### config.mk
export PLATFORM = sky130hd
export DESIGN_NAME = swervolf_gpio
export DESIGN_NICKNAME = d
export VERILOG_FILES = /design/src/rtl/swervolf_gpio_pkg.sv /design/src/rtl/swervolf_gpio_sync.sv /design/src/rtl/swervolf_gpio.sv
export SDC_FILE = /design/constraint.sdc
export NUM_CORES = 1
export LEC_CHECK = 0
export CAP_MARGIN = 30
export CELL_PAD_IN_SITES_DETAIL_PLACEMENT = 0
export CELL_PAD_IN_SITES_GLOBAL_PLACEMENT = 1
export CORE_MARGIN = 8
export CORE_UTILIZATION = 45
export CTS_CLUSTER_DIAMETER = 40
export DETAILED_ROUTE_END_ITERATION = 7
export PLACE_DENSITY_LB_ADDON = 0.3
export SETUP_SLACK_MARGIN = 0.2
export SLEW_MARGIN = 30
export SYNTH_ARGS = -nofsm -noshare
export SYNTH_HDL_FRONTEND = slang
export SYNTH_SLANG_ARGS = --single-unit
### constraint.sdc
create_clock -name clk -period 2.5 [get_ports clk]
set_input_delay 0.625 -clock clk [delete_from_list [all_inputs] [get_ports clk]]
set_output_delay 0.625 -clock clk [all_outputs]
set_load 0.01 [all_outputs]
### src/rtl/swervolf_gpio_pkg.sv
// swervolf_gpio_pkg
//   Shared definitions for the GPIO bank: register word addresses, register
//   count, bus data width, parameter legality check and byte-lane mask helper.
package swervolf_gpio_pkg;

  localparam logic [2:0] REG_OUT  = 3'd0;
  localparam logic [2:0] REG_IN   = 3'd1;
  localparam logic [2:0] REG_DIR  = 3'd2;
  localparam logic [2:0] REG_IE   = 3'd3;
  localparam logic [2:0] REG_POL  = 3'd4;
  localparam logic [2:0] REG_STAT = 3'd5;

  localparam int unsigned NUM_REGS = 6;
  localparam int unsigned WB_DW    = 32;

  // Legal ranges: 1..32 channels, 2..4 synchroniser stages.
  function automatic bit params_ok(input int unsigned width,
                                   input int unsigned stages);
    return (width >= 1) && (width <= 32) && (stages >= 2) && (stages <= 4);
  endfunction

  // Expand the 4 Wishbone byte selects into a 32-bit write mask.
  function automatic logic [WB_DW-1:0] byte_mask(input logic [3:0] sel);
    logic [WB_DW-1:0] m;
    m = '0;
    for (int unsigned b = 0; b < 4; b++) begin
      m[b*8 +: 8] = {8{sel[b]}};
    end
    return m;
  endfunction

endpackage

### src/rtl/swervolf_gpio_sync.sv
// swervolf_gpio_sync
//   Per-bit input synchroniser chain followed by a "previous value" register
//   used for edge detection.
//   Ports:
//     clk, rstn  clock / asynchronous active-low reset
//     d          asynchronous pad inputs
//     sync       output of the last synchroniser stage
//     rise/fall  sync went 0->1 / 1->0 relative to the previous cycle
module swervolf_gpio_sync
  import swervolf_gpio_pkg::*;
#(
  parameter int unsigned W      = 16,
  parameter int unsigned STAGES = 2
) (
  input  logic         clk,
  input  logic         rstn,
  input  logic [W-1:0] d,
  output logic [W-1:0] sync,
  output logic [W-1:0] rise,
  output logic [W-1:0] fall
);

  logic [STAGES-1:0][W-1:0] chain;
  logic [W-1:0]             prev;

  always_ff @(posedge clk or negedge rstn) begin
    if (!rstn) begin
      chain <= '0;
      prev  <= '0;
    end else begin
      chain <= {chain[STAGES-2:0], d};
      prev  <= chain[STAGES-1];
    end
  end

  assign sync = chain[STAGES-1];
  assign rise = sync & ~prev;
  assign fall = ~sync & prev;

endmodule

### src/rtl/swervolf_gpio.sv
// swervolf_gpio
//   Wishbone-slave GPIO bank with WIDTH bidirectional channels: output
//   register, per-bit output enable, synchronised input readback and
//   edge-triggered, maskable, write-1-to-clear interrupt status.
//   Ports:
//     clk, rstn            clock / asynchronous active-low reset
//     i_wb_*               Wishbone slave inputs (adr = word address)
//     o_wb_rdt, o_wb_ack   registered read data and single-cycle ack
//     i_gpio               asynchronous pad inputs
//     o_gpio, o_gpio_oe    pad output values / output enables (1 = drive)
//     o_irq                level interrupt, |(STAT & IE)
module swervolf_gpio
  import swervolf_gpio_pkg::*;
#(
  parameter int unsigned      WIDTH       = 16,
  parameter int unsigned      SYNC_STAGES = 2,
  parameter logic [WIDTH-1:0] RESET_OUT   = '0
) (
  input  logic             clk,
  input  logic             rstn,
  input  logic [2:0]       i_wb_adr,
  input  logic [31:0]      i_wb_dat,
  input  logic [3:0]       i_wb_sel,
  input  logic             i_wb_we,
  input  logic             i_wb_cyc,
  input  logic             i_wb_stb,
  output logic [31:0]      o_wb_rdt,
  output logic             o_wb_ack,
  input  logic [WIDTH-1:0] i_gpio,
  output logic [WIDTH-1:0] o_gpio,
  output logic [WIDTH-1:0] o_gpio_oe,
  output logic             o_irq
);

  if (!params_ok(WIDTH, SYNC_STAGES)) begin : g_bad_params
    $error("swervolf_gpio: WIDTH must be 1..32 and SYNC_STAGES 2..4");
  end

  logic [WIDTH-1:0] out_q, dir_q, ie_q, pol_q, stat_q;
  logic [WIDTH-1:0] sync_v, rise_v, fall_v, ev;
  logic [WIDTH-1:0] wmask, wdat, stat_clr;
  logic [WB_DW-1:0] mask32, rd_data;
  logic             access, wr;

  swervolf_gpio_sync #(
    .W      (WIDTH),
    .STAGES (SYNC_STAGES)
  ) u_sync (
    .clk  (clk),
    .rstn (rstn),
    .d    (i_gpio),
    .sync (sync_v),
    .rise (rise_v),
    .fall (fall_v)
  );

  // The ack term blocks a second access while ack is high, giving one access per two cycles.
  assign access = i_wb_cyc & i_wb_stb & ~o_wb_ack;
  assign wr     = access & i_wb_we;

  assign mask32 = byte_mask(i_wb_sel);
  assign wmask  = mask32[WIDTH-1:0];
  assign wdat   = i_wb_dat[WIDTH-1:0] & wmask;

  assign ev       = (pol_q & rise_v) | (~pol_q & fall_v);
  assign stat_clr = (wr && (i_wb_adr == REG_STAT)) ? wdat : '0;

  always_comb begin
    rd_data = '0;
    case (i_wb_adr)
      REG_OUT:  rd_data[WIDTH-1:0] = out_q;
      REG_IN:   rd_data[WIDTH-1:0] = sync_v;
      REG_DIR:  rd_data[WIDTH-1:0] = dir_q;
      REG_IE:   rd_data[WIDTH-1:0] = ie_q;
      REG_POL:  rd_data[WIDTH-1:0] = pol_q;
      REG_STAT: rd_data[WIDTH-1:0] = stat_q;
      default:  rd_data = '0;
    endcase
  end

  always_ff @(posedge clk or negedge rstn) begin
    if (!rstn) begin
      o_wb_ack <= 1'b0;
      o_wb_rdt <= '0;
    end else begin
      o_wb_ack <= access;
      o_wb_rdt <= access ? rd_data : '0;
    end
  end

  always_ff @(posedge clk or negedge rstn) begin
    if (!rstn) begin
      out_q <= RESET_OUT;
      dir_q <= '0;
      ie_q  <= '0;
      pol_q <= '0;
    end else if (wr) begin
      case (i_wb_adr)
        REG_OUT: out_q <= (out_q & ~wmask) | wdat;
        REG_DIR: dir_q <= (dir_q & ~wmask) | wdat;
        REG_IE:  ie_q  <= (ie_q  & ~wmask) | wdat;
        REG_POL: pol_q <= (pol_q & ~wmask) | wdat;
        default: ;
      endcase
    end
  end

  // Set is applied after clear so a same-cycle event keeps the bit set.
  always_ff @(posedge clk or negedge rstn) begin
    if (!rstn) begin
      stat_q <= '0;
    end else begin
      stat_q <= (stat_q & ~stat_clr) | (ev & ie_q);
    end
  end

  assign o_gpio    = out_q;
  assign o_gpio_oe = dir_q;
  assign o_irq     = |(stat_q & ie_q);

endmodule

==> metrics.md <==
| Metric | Value |
|---|---|
| Overall Global Routing Usage | `between 10% and 20%` |
| Clock Tree Root | `clkbuf_16` |
| Dpl ws | `-17.7 ps` |
| PD cells | `776 mW/mm²` |
| Synth cell types | `34` |
| Share of flip-flops with an asynchronous set or reset | `100%` |
| R2R setup slack | `590 ps` |
| Vias in the first global route | `4493` |
| Hold WC Path Type | `primary input to async pin` |
| Starting Density | `about 46%` |
| Initial antenna violation count | `1` |
| Synth Cell Area | `a little over 0.006 mm²` |
| PortBufs | `91` |
| RSZ-0062 raised after global routing | `true` |
| Filler-free cell count of the finished design | `760` |
| H-tree depth | `4` |
| Critical path class | `flop to output port` |
| EDFF count, synth | `0` |
| Outcome | `complete, no violations` |
| Synthesized flop and latch total | `145` |
| Power, Total | `about 6.2 mW` |
| Area contributors post-synth | `dfrtp_1, mux2_2, mux4_2` |
| Number of placed cells counting well taps | `718` |
| Slew Viols, Final | `0` |
| Avg Vias per Cell | `~5.5` |
| CP endpoint kind | `output port` |
| P_leak | `3.58 nW` |
| Routed wire length | `roughly 15000 µm` |
| Largest area contributor in the netlist | `dfrtp_1` |
| Gr ovfl total | `0` |
| Reg2reg path depth | `5` |
| Worst-skew pair later-pin latency | `around 410 ps` |
| Detailed-route DRC error count | `0` |
| FILL cells | `1061` |
| Mapped Cells | `433` |
| Finished Cell Area | `0.00805 mm²` |
| Total inserted antenna cells | `0` |
| VDD IR max | `just over 0.5 mV` |
| Wire per inst | `between 15 and 20 µm` |
| Syn Area/Cell | `14.1 µm²` |
| Clk sink count | `~150` |
| Synthesis-to-layout area growth | `32.0%` |
| CTS tree | `done` |
| Reg2Reg Launch Point | `o_wb_ack` |
| Arr. time, crit path | `1720 ps` |
| CTS max path bufs | `2` |
| Width of the die | `about 130 µm` |
| Clock transition at path regs | `about 60 ps` |
| Initial drt markers | `280` |
| Sequential fraction of the synthesis area | `between 50 and 60%` |
| Routed Antenna Nets | `0` |
| I/O Pins | `126` |
| Num rows | `42` |
| Most common cell after layout, fill and taps aside | `dfrtp_1` |
| Worst Skew | `between 4 and 5 ps` |
| Max_cap viols | `0` |
| Detail Placement HPWL | `10700 µm` |
| Routed vias | `4166` |
| Core area | `about 0.013 mm²` |
| Top FF cell, synth | `dfrtp_1` |
| Final Hold Viols | `0` |
| First-pass GRT wire length | `between 20000 and 25000 µm` |
| Fin crit period | `around 2300 ps` |
| Worst path required time | `between 1500 and 2000 ps` |
| CTS Buf Count | `17` |
| Area taken by multi-input logic gates | `0.00234 mm²` |
| Placed instance area | `0.00742 mm²` |
| Final Worst Setup Slack | `152 ps` |
| First-pass detailed-route iteration total | `4` |
| Period utilisation layout | `a little over nine tenths` |
| Commonest cells after routing, fill and taps aside | `dfrtp_1, clkdlybuf4s50_1, mux2_2` |
| Fraction of layout cells with a size suffix above 1 | `29.6%` |
| Register Area | `0.00363 mm²` |
| Crit start category | `flop` |
| Yosys warns | `0` |
| DIE AREA | `between 0.015 and 0.02 mm²` |
| Largest net degree at the start of global routing | `55` |
| Gpl congestion | `0.798` |
| Nets | `631` |
| Fmax | `426 MHz` |
| Area share of the largest cell type after synthesis | `between 50% and 60%` |
| Final setup fails | `0` |
| Max Fanout on Critical Path | `2` |
| Die outline height | `132 µm` |
-- how the worst max path moves through the flow --
stage           startpoint     to  cells past startpoint
6_report              flop  o_irq                      4
3_3_place_gp      i_wb_cyc   flop                      6
5_1_grt               flop  o_irq                      4
2_1_floorplan  i_wb_adr[1]   flop                      4
4_1_cts               flop  o_irq                      4
3_5_place_dp      i_wb_stb   flop                      6
-- final cells by class --
type                    instances  share of cell area (%)
flip-flops and latches        145                    45.1
repair buffers                139                    16.3
well taps                     176                    2.73
clock inverters                 4                   0.280
multi-input cells             266                    29.0
inverters                       2                  0.0932
clock buffers                  28                    6.54
-- power breakdown --
| group | total [mW] | switching (mW) | internal (mW) |
|---|---|---|---|
| logic | 1.01 | 0.409 | 0.605 |
| clock network | 2.31 | 0.889 | 1.42 |
| registers | 2.92 | 0.278 | 2.65 |
| total | 6.25 | 1.58 | 4.67 |
-- repair_timing --
item / in CTS / in global routing
hold buffers: 0 / 0
hold endpoints to repair: 0 / 0
resized for setup: 6 / 1
setup buffers: 9 / 1
pin swaps: 3 / 2
setup endpoints to repair: 1 / 1
cloned: 0 / 0
-- critical path: stages (launching register included) --
cell      delay (ps)
dfrtp_1          390
a22o_1           280
a221oi_2         270
nand4_1          180
buf_2            180
-- metal layers --
metal	vias to the layer above	share of wire, %	global-route usage [%]
met2	119	51	29.3
met4	2	1.6	6.25
met5	-	0.079	0
met3	21	6.1	5.83
met1	2162	41	21.1
li1	1862	-	-
-- Yosys cell counts (2+ instances only) --
master and n:
a21oi_1 8, a221oi_1 4, a22o_1 20, a32oi_1 6, and4_1 2, buf_2 9
buf_4 18, clkbuf_1 6, dfrtp_1 145, mux2_2 72, mux2i_1 14, mux4_2 10
nand2_1 27, nand2b_1 19, nand3_1 16, nand3b_1 8, nor4_4 4, nor4b_4 2
o21ai_0 9, o22a_1 6, o22ai_1 15
-- through the flow --
| step | hold slack (ps) | utilization (%) | TNS, ps |
|---|---|---|---|
| floorplan | 329 | - | 0 |
| global route | 156 | 60.8 | 0 |
| CTS | 140 | 60.7 | 0 |
| detailed placement | 335 | 56.0 | -154 |
| finish | 137 | 60.8 | 0 |
| global placement | 333 | 56.0 | 0 |
-- logic make-up after synthesis --
group | count (synthesis) | synth area share, %
simple gates | 86 | 9.37
compound gates | 68 | 8.10
buf+inv | 37 | 3.69
other cells | 1 | 0.0615
mux | 96 | 19.3
flops | 145 | 59.5
Note: power is estimated with default switching activity, not from simulation.
